[src/rtl/eth_10g_lf_pkg.sv]
// eth_10g_lf_pkg: shared encodings for the 10G link fault sequencer.
// Holds the sequencer state enum, the RS transmit-control codes, the
// received fault status codes, and a helper that maps a state to its tx_mode.
package eth_10g_lf_pkg;

    typedef enum logic [1:0] {
        S_RECOVER = 2'b00,
        S_LOCAL   = 2'b01,
        S_REMOTE  = 2'b10,
        S_OK      = 2'b11
    } lf_state_e;

    localparam logic [1:0] TXM_NORMAL  = 2'b00;
    localparam logic [1:0] TXM_SEND_RF = 2'b01;
    localparam logic [1:0] TXM_IDLE    = 2'b10;

    localparam logic [1:0] FS_NONE   = 2'b00;
    localparam logic [1:0] FS_LOCAL  = 2'b01;
    localparam logic [1:0] FS_REMOTE = 2'b10;
    localparam logic [1:0] FS_RSVD   = 2'b11;

    // A local fault is answered with remote fault; remote fault and
    // recovery both transmit idle until the link is declared good.
    function automatic logic [1:0] tx_mode_of(input lf_state_e s);
        return (s == S_OK)    ? TXM_NORMAL  :
               (s == S_LOCAL) ? TXM_SEND_RF : TXM_IDLE;
    endfunction

endpackage

[src/rtl/eth_10g_lf_sat_counter.sv]
// eth_10g_lf_sat_counter: W-bit saturating event counter with clear priority.
// Ports: clk, reset (async, active-high), inc (count one event),
// clr (force to zero, wins over inc), count (registered value).
module eth_10g_lf_sat_counter #(
    parameter int W = 16
) (
    input  logic         clk,
    input  logic         reset,
    input  logic         inc,
    input  logic         clr,
    output logic [W-1:0] count
);

    logic [W-1:0] cnt_q, cnt_d;

    always_comb begin
        cnt_d = clr                  ? '0              :
                (inc && cnt_q != '1) ? cnt_q + W'(1)   : cnt_q;
    end

    always_ff @(posedge clk or posedge reset) begin
        if (reset) cnt_q <= '0;
        else       cnt_q <= cnt_d;
    end

    assign count = cnt_q;

endmodule

[src/rtl/eth_10g_link_fault_sequencer.sv]
// eth_10g_link_fault_sequencer: 10G RS link fault state machine with link-up debounce.
// Ports: clk, reset (async, active-high); in_valid/in_data/in_ready carry the
// Avalon-ST fault status sample; clr_counters clears the fault counters;
// tx_mode, link_up, link_state, irq and the two saturating fault counters are
// all registered outputs updated on the edge that captures a sample.
module eth_10g_link_fault_sequencer
    import eth_10g_lf_pkg::*;
#(
    parameter int DEBOUNCE_CYCLES = 16,
    parameter int CNT_W           = 16
) (
    input  logic             clk,
    input  logic             reset,
    input  logic             in_valid,
    input  logic [1:0]       in_data,
    output logic             in_ready,
    input  logic             clr_counters,
    output logic [1:0]       tx_mode,
    output logic             link_up,
    output logic [1:0]       link_state,
    output logic [CNT_W-1:0] local_fault_cnt,
    output logic [CNT_W-1:0] remote_fault_cnt,
    output logic             irq
);

    localparam int DW = $clog2(DEBOUNCE_CYCLES + 1);

    lf_state_e   state_q, state_d;
    logic [DW-1:0] deb_q, deb_d;
    logic [1:0]  tx_q, tx_d;
    logic        up_q, up_d;
    logic        irq_q, irq_d;
    logic        ready_q;
    logic        sample;
    logic        local_entry, remote_entry;

    assign sample = in_valid && ready_q;

    // Fault entry is immediate; only the exit to S_OK is debounced. The
    // debounce count stops at DEBOUNCE_CYCLES because reaching it leaves S_RECOVER.
    always_comb begin
        state_d = state_q;
        deb_d   = deb_q;
        if (sample) begin
            if (in_data == FS_LOCAL || in_data == FS_RSVD) begin
                state_d = S_LOCAL;
                deb_d   = '0;
            end else if (in_data == FS_REMOTE) begin
                state_d = S_REMOTE;
                deb_d   = '0;
            end else if (state_q == S_LOCAL || state_q == S_REMOTE) begin
                state_d = S_RECOVER;
                deb_d   = '0;
            end else if (state_q == S_RECOVER) begin
                deb_d   = deb_q + DW'(1);
                state_d = (deb_d == DW'(DEBOUNCE_CYCLES)) ? S_OK : S_RECOVER;
            end
        end
        tx_d  = tx_mode_of(state_d);
        up_d  = state_d == S_OK;
        irq_d = state_d != state_q;
    end

    always_ff @(posedge clk or posedge reset) begin
        if (reset) begin
            state_q <= S_RECOVER;
            deb_q   <= '0;
            tx_q    <= TXM_IDLE;
            up_q    <= 1'b0;
            irq_q   <= 1'b0;
            ready_q <= 1'b0;
        end else begin
            state_q <= state_d;
            deb_q   <= deb_d;
            tx_q    <= tx_d;
            up_q    <= up_d;
            irq_q   <= irq_d;
            ready_q <= 1'b1;
        end
    end

    // Counters count entries, not samples spent in a fault state.
    assign local_entry  = state_d == S_LOCAL  && state_q != S_LOCAL;
    assign remote_entry = state_d == S_REMOTE && state_q != S_REMOTE;

    eth_10g_lf_sat_counter #(.W(CNT_W)) u_local_cnt (
        .clk   (clk),
        .reset (reset),
        .inc   (local_entry),
        .clr   (clr_counters),
        .count (local_fault_cnt)
    );

    eth_10g_lf_sat_counter #(.W(CNT_W)) u_remote_cnt (
        .clk   (clk),
        .reset (reset),
        .inc   (remote_entry),
        .clr   (clr_counters),
        .count (remote_fault_cnt)
    );

    assign in_ready   = ready_q;
    assign tx_mode    = tx_q;
    assign link_up    = up_q;
    assign link_state = state_q;
    assign irq        = irq_q;

endmodule

[config.mk]
export PLATFORM = sky130hd
export DESIGN_NAME = eth_10g_link_fault_sequencer
export DESIGN_NICKNAME = d
export VERILOG_FILES = /design/src/rtl/eth_10g_lf_pkg.sv /design/src/rtl/eth_10g_lf_sat_counter.sv /design/src/rtl/eth_10g_link_fault_sequencer.sv
export SDC_FILE = /design/constraint.sdc
export NUM_CORES = 1
export LEC_CHECK = 0
export CAP_MARGIN = 20
export CORE_MARGIN = 3
export CORE_UTILIZATION = 50
export DETAILED_ROUTE_END_ITERATION = 10
export GPL_ROUTABILITY_DRIVEN = 1
export PLACE_DENSITY_LB_ADDON = 0.05
export SETUP_SLACK_MARGIN = 0.5
export SLEW_MARGIN = 10
export SYNTH_ARGS = -nofsm -noshare
export SYNTH_HDL_FRONTEND = slang
export SYNTH_SLANG_ARGS = --single-unit
[constraint.sdc]
create_clock -name clk -period 7.8 [get_ports clk]
set_clock_uncertainty 0.2 [all_clocks]
set_input_delay 1.56 -clock clk [delete_from_list [all_inputs] [get_ports clk]]
set_output_delay 1.56 -clock clk [all_outputs]
set_load 0.05 [all_outputs]
==> out/metrics.yaml <==
outcome:
  outcome: "complete, no violations"
grt:
  grt_pass1_wl_um: 9577
  grt_pass1_vias: 2011
  grt_usage_pct: 19.48
  grt_max_degree: 45
  overflow: 0
  antenna_found_initial: 0
power:
  total_leakage_power_nw: 1.234
  power.density_nw_per_um2: 230.7
  max-vdd-ir-drop_mv: 0.1531
synth:
  syn_area_um2: 2541
  synth_compound_area_share_pct: 10.04
  synth-adder-area-share_pct: 3.939
  synthFlopType: "dfrtp_1"
  yosysMostFrequentCell: "dfrtp_1"
  postSynthCellCount: 262
  synth_common_cells: "dfrtp_1, nor2_1, xnor2_1, nor3_1, nand2_1"
  synth_area_leaders: "dfrtp_1, xnor2_1, nor2_1"
  synth_edf_count: 0
  yosys.area.top_type_share_pct: 42.34
  synth-async-reset-ratio_pct: 100.0
  avgSynthCellArea_um2: 9.699
  yosysUniqueCellTypes: 52
  syn_nets: 276
  ys_warn_count: 0
  synthXorXnorAreaFrac_pct: 8.272
  yosys.area.top_type: "dfrtp_1"
  synth_top_family_by_area: "simple AND/OR/NAND/NOR gates"
  synth_seq_area_share_pct: 43.38
  postSynthRegisterBits: 44
  synth_mux_area_share_pct: 2.019
  synthSimpleGateAreaFrac_pct: 29.00
cts:
  numCtsBuffers: 5
  clk_latency_ps: 290
  cts_setup_buffers: 0
  cts_root_buf: "clkbuf_8"
  cts_tree: "yes"
  cts_resized: 0
  hold_buffers: 0
  clk_pin_slew_ps: 80
  cts.htree.levels: 2
  clockBufferDepth: 2
  cts_sinks: 44
layout:
  nNetsFinal: 322
  diodes: 0
  finalNonFillerCells: 376
  area.growth.synth_to_final_pct: 23.49
  drive_gt1_share_pct: 7.443
floorplanning:
  die_w_um: 77.29
  row_count: 25
  die_h_um: 77.29
  initial_core_util_pct: 52.75
  core-area_um2: 4817
  top_level_ports: 45
  die-area_um2: 5974
routing:
  vias_per_cell: 5.598
  antenna_left: 0
  drtPass1Iterations: 4
  drtIter0Drc: 83
  remaining_drc_errors: 0
  wl_um: 5382
  num_vias: 2105
  wire_per_inst_um: 14.31
place:
  hpwl_um: 3628
  routabilityCongestion: 0.8284
  portBuffers: 44
  dp.cells: 368
setup_path:
  worstPathArrival_ps: 3900
  critPathMaxFanout: 10
  cp-start-kind: "input port"
  cp-end-kind: "flop"
  worstSetupPathType: "input port to flop"
  required_ps: 7820
flow_run:
  drv_cap: 0
sta:
  rsz0062_at_grt: "false"
  worst_slew_pin_slew_ps: 638.0
  final_max_slew_viol_count: 0
  report.final.setup_viol: 0
  fin_crit_ps: 3874
  fin_tns_setup_ps: 0
  slew_headroom_pct: 57.07
  fin_crit_sh_pct: 49.66
  fmax_mhz: 258.2
  timing.final.hold_violations: 0
hold_path:
  holdCritPathClass: "flop to flop"
## metal layers
metal | up-vias | routed length, um | global-route usage [%]
li1 | 1034 | - | -
met1 | 1017 | 2602 | 27.66
met2 | 47 | 2504 | 30.14
met3 | 7 | 214 | 4.343
met4 | 0 | 62 | 4.982
met5 | - | 0 | 0
## stage by stage
| stage | hold slack (ps) | cell area [um^2] | total power (W) | utilization [%] | worst slack [ps] |
|---|---|---|---|---|---|
| finish | 311.4 | 3138 | 0.0007238 | 65.14 | 3926 |
| global route | 333.1 | 3138 | 0.0007667 | 65.14 | 3719 |
| CTS | 315.9 | 3138 | 0.0007273 | 65.14 | 3909 |
| detailed placement | 304.7 | 3048 | 0.0005806 | 63.27 | 3601 |
| global placement | 293.4 | 3048 | 0.0005782 | 63.27 | 3669 |
| floorplan | 262.9 | 2541 | 0.0005007 | - | 4315 |
## cells in the final DEF, fill, tap and decap left out, types with 2 or more instances in the layout
| cell | count |
|---|---|
| a21boi_0 | 2 |
| a21o_1 | 2 |
| a21oi_1 | 7 |
| and2_1 | 2 |
| and3_1 | 6 |
| and3b_1 | 3 |
| and4_1 | 6 |
| buf_4 | 4 |
| clkbuf_1 | 2 |
| clkbuf_8 | 6 |
| clkdlybuf4s50_1 | 44 |
| dfrtp_1 | 43 |
| ha_1 | 8 |
| inv_1 | 8 |
| mux2i_1 | 4 |
| nand2_1 | 11 |
| nand3_1 | 10 |
| nand4_1 | 10 |
| nand4b_1 | 2 |
| nor2_1 | 36 |
| nor2b_1 | 2 |
| nor3_1 | 13 |
| nor3_2 | 3 |
| nor4_1 | 5 |
| nor4_2 | 2 |
| nor4b_1 | 5 |
| o211ai_1 | 2 |
| o21ai_0 | 10 |
| or3_1 | 6 |
| xnor2_1 | 23 |
## power by group
part | internal [W] | switching, W
combinational | 0.000103 | 0.000198
clock | 0.0000723 | 0.0000759
sequential | 0.000250 | 0.0000245
## worst paths after layout
check                                   start                     end  slack [ps]  cells after the start
worst max-delay path               in_data[0]    u_local_cnt.count[8]        3930                      7
worst min-delay path                 deb_q[4]                deb_q[4]         310                      1
worst max register to register  link_state[1]   u_remote_cnt.count[9]        4760                      8
worst min register to register       deb_q[4]                deb_q[4]         310                      1
max in group asynchronous               reset  u_remote_cnt.count[10]        5510                      3
min in group asynchronous               reset    u_local_cnt.count[2]        1520                      3
## final cells by class
| type | instances | area [um^2] |
|---|---|---|
| Fill cell | 427 | 1679 |
| Multi-Input combinational cell | 200 | 1358 |
| Inverter | 9 | 33.78 |
| Sequential cell | 44 | 1102 |
| Tap cell | 67 | 83.83 |
| Timing Repair Buffer | 48 | 470.5 |
| Clock buffer | 8 | 90.09 |
## cells by family after synthesis
kind of cell	count (synthesis)
simple gates	127
other cells	1
buf+inv	18
compound gates	35
flops	44
xor+xnor	24
fa+ha+maj	8
mux	5
## critical path: stages
cell             delay (ps)
clkdlybuf4s50_1         640
and4b_4                 260
a2111o_1                430
nor4_1                  280
mux2i_1                 220
or3_1                   350
a21oi_1                 150
## registers in the layout (all words and copies together) (netlist names)
register	cells
irq	1
link_up	1
tx_mode	2
deb_q	5
u_remote_cnt.count	16
u_local_cnt.count	16
in_ready	1
link_state	2
(Power assumes the default switching activity.)
==> RTL change, RTL diff (same settings) <==
Register the output `remote_fault_cnt`, with the module's reset; this adds one clock of latency there. The other outputs are not delayed to match.
--- a/src/rtl/eth_10g_link_fault_sequencer.sv
+++ b/src/rtl/eth_10g_link_fault_sequencer.sv
@@ -26,2 +26,4 @@
     localparam int DW = $clog2(DEBOUNCE_CYCLES + 1);
+
+    logic [CNT_W-1:0] remote_fault_cnt_d;
 
@@ -98,3 +100,3 @@
         .clr   (clr_counters),
-        .count (remote_fault_cnt)
+        .count (remote_fault_cnt_d)
     );
@@ -107,2 +109,10 @@
 
+    always_ff @(posedge clk or posedge reset) begin
+        if (reset) begin
+            remote_fault_cnt <= '0;
+        end else begin
+            remote_fault_cnt <= remote_fault_cnt_d;
+        end
+    end
+
 endmodule
Behaviour: not the same (Yosys sat finds a counterexample within 4 cycles, from zero or initial values and one cycle with reset high).
==> RTL change against the unedited design <==
  * Synthesized area grew 16%
  * Largest power group is now registers
  * Synthesized cell count up 9.5%
  * Worst setup slack worse by 0.096 ns
  * Non-clock buffer count decreased by 2
  * Clock power up 100%
  * Final area up 15%
  * Maximum frequency fell by 2.4%
  * Sequential cell count is 16 higher
  * Count of clock-buffer cells in the layout increased by 2
  * Total power increased by 9.3%
  * Wire length increased by 7.4%
==> RTL change: results (changes against the unedited design) <==
----------------------------------------------------
[Run status]
  Result of the run ... finished, final reports clean

[Detailed routing]
  Routed wire length on met3 ... 199 µm (-7.0%)
  Met1 Routed Length ... 2840 µm (+9.0%)
  Routed Wire Length ... 5780 µm (+7.4%)
  Via count of the routed design ... 2,220 (+5.5%)
  Detail Route met2 WL ... 2660 µm (+6.2%)

[Clocking]
  Clk Latency, worst-skew pair ... 0.34 ns (+0.05 ns)
  H-tree Lvls ... 3 (+1)
  Post-CTS setup buffer count ... 0 (unchanged)
  CTS Root Cell ... sky130_fd_sc_hd__clkbuf_8
  Clock buffer count from CTS ... 9 (+4)

[Setup path]
  Delay of the slowest critical-path stage ... 0.77 ns (+0.13 ns)
  Origin of the critical flop-to-flop path ... link_state[0]
  Flop-to-flop setup slack ... 4.63 ns (-0.13 ns)
  Capture instance of the worst register-to-register path ... u_local_cnt.count[4]
  Count of cells along the worst register-to-register path ... 8 (unchanged)
  Crit path max-delay cell type ... sky130_fd_sc_hd__a311oi_2
  Maximum fanout along the worst path ... 12 (+2)

[Placed design]
  Total of buffers placed on input and output ports ... 44 (unchanged)
  HPWL after DPL ... 3840 µm (+5.8%)
  Global placement routability congestion ... 0.792 (-4.4%)

[Cells and area]
  Ant. Diodes ... 0 (unchanged)
  Layout cell share with drive strength beyond 1 ... 0.0806 (+0.00616)
  Final #Nets ... 345 (+7.1%)

[Logic synthesis]
  Post-synthesis sequential area ratio ... 0.511 (+0.0773)
  Distinct cell type count after synthesis ... 48 (-7.7%)
  Commonest cells post-synth ... sky130_fd_sc_hd__dfrtp_1, sky130_fd_sc_hd__nor2_1, sky130_fd_sc_hd__nand2_1, sky130_fd_sc_hd__a21oi_1, sky130_fd_sc_hd__xor2_1
  FFs w/ async S/R, synth ... 1.00 (unchanged)
  Net count after synthesis ... 301 (+9.1%)

[Power and ir drop]
  Leakage component of the power ... 1.54 nW (+25%)

[Global routing]
  Largest net degree at the start of global routing ... 61 (+36%)
  Global-route usage over all layers ... 0.198 (+0.00335)
  First-pass GRT wire length ... 10,300 µm (+7.3%)

[Worst hold path]
  Hold Crit Endpoint ... remote_fault_cnt[12]
  Min-Delay Path Depth ... 0 (-1)
  Worst Min Path Start ... u_remote_cnt.count[12]

----------------------------------------------------
-- RTL change: changes by cell type in the layout (fill, tap and decap cells not counted), sizes merged, moves of 8 or more --
cell,delta
xnor2,-22
dfrtp,+16
xor2,+14
o31ai,+8
nand2,+8
a21oi,+8
nor3,-9
or4,+9
-- RTL change: report_power, final --
part	internal (mW)	switching, mW	leakage [nW]
clock	0.177	0.120	0.102
combinational	0.0472	0.108	0.615
sequential	0.325	0.0148	0.824
total	0.549	0.242	1.54
-- RTL change: per-stage QoR --
stage / instance area (µm²) / utilization / setup slack (ns) / hold slack (ns) / cells
floorplan: 2940 / - / 4.49 / 0.187 / 287
global placement: 3400 / 0.606 / 3.48 / 0.207 / 392
detailed placement: 3400 / 0.606 / 3.43 / 0.214 / 392
CTS: 3600 / 0.643 / 3.81 / 0.228 / 407
global route: 3600 / 0.643 / 3.56 / 0.242 / 407
finish: 3600 / 0.643 / 3.83 / 0.227 / 407
-- RTL change: worst max path at each step --
stage,to,startpoint,slack [ns],cells after the start
2_1_floorplan,u_remote_cnt.count[7],in_valid,4.49,7
3_3_place_gp,u_local_cnt.count[13],in_data[1],3.48,7
3_5_place_dp,u_local_cnt.count[6],in_data[1],3.43,7
4_1_cts,u_local_cnt.count[6],in_data[1],3.81,7
5_1_grt,u_local_cnt.count[5],in_data[1],3.56,7
6_report,u_local_cnt.count[4],in_data[1],3.83,7
-- RTL change: layout make-up --
class | count | area [µm²]
well taps | 72 | 90.1
fillers | 486 | 2000
clock inverters | 5 | 77.6
repair buffers | 46 | 455
multi-input cells | 206 | 1320
inverters | 8 | 30.0
flip-flops and latches | 60 | 1500
clock buffers | 10 | 128
-- RTL change: cell families (layout without fill, tap and decap cells) --
kind of cell	after synthesis	count (layout)	synth area share
AO/OA/AOI/OAI	47	47	0.108
XOR/XNOR	16	16	0.0477
adder cells (fa/ha/maj)	8	8	0.0340
buffers and inverters	21	69	0.0396
flip-flops	60	60	0.511
multiplexers	8	8	0.0294
other	1	1	0.00128
AND/OR/NAND/NOR	126	126	0.229
-- RTL change: worst max-delay path: cells and delay by family --
family                 cells  cell delay (ns)
buffers and inverters      1             0.59
AND/OR/NAND/NOR            2             0.25
XOR/XNOR                   1             0.18
AO/OA/AOI/OAI              3             1.40
-- RTL change: layer usage --
metal  vias to the layer above  global-route usage
li1                       1118                   -
met1                      1057               0.273
met2                        39               0.296
met3                         6              0.0434
met4                         0              0.0964
met5                         -                   0
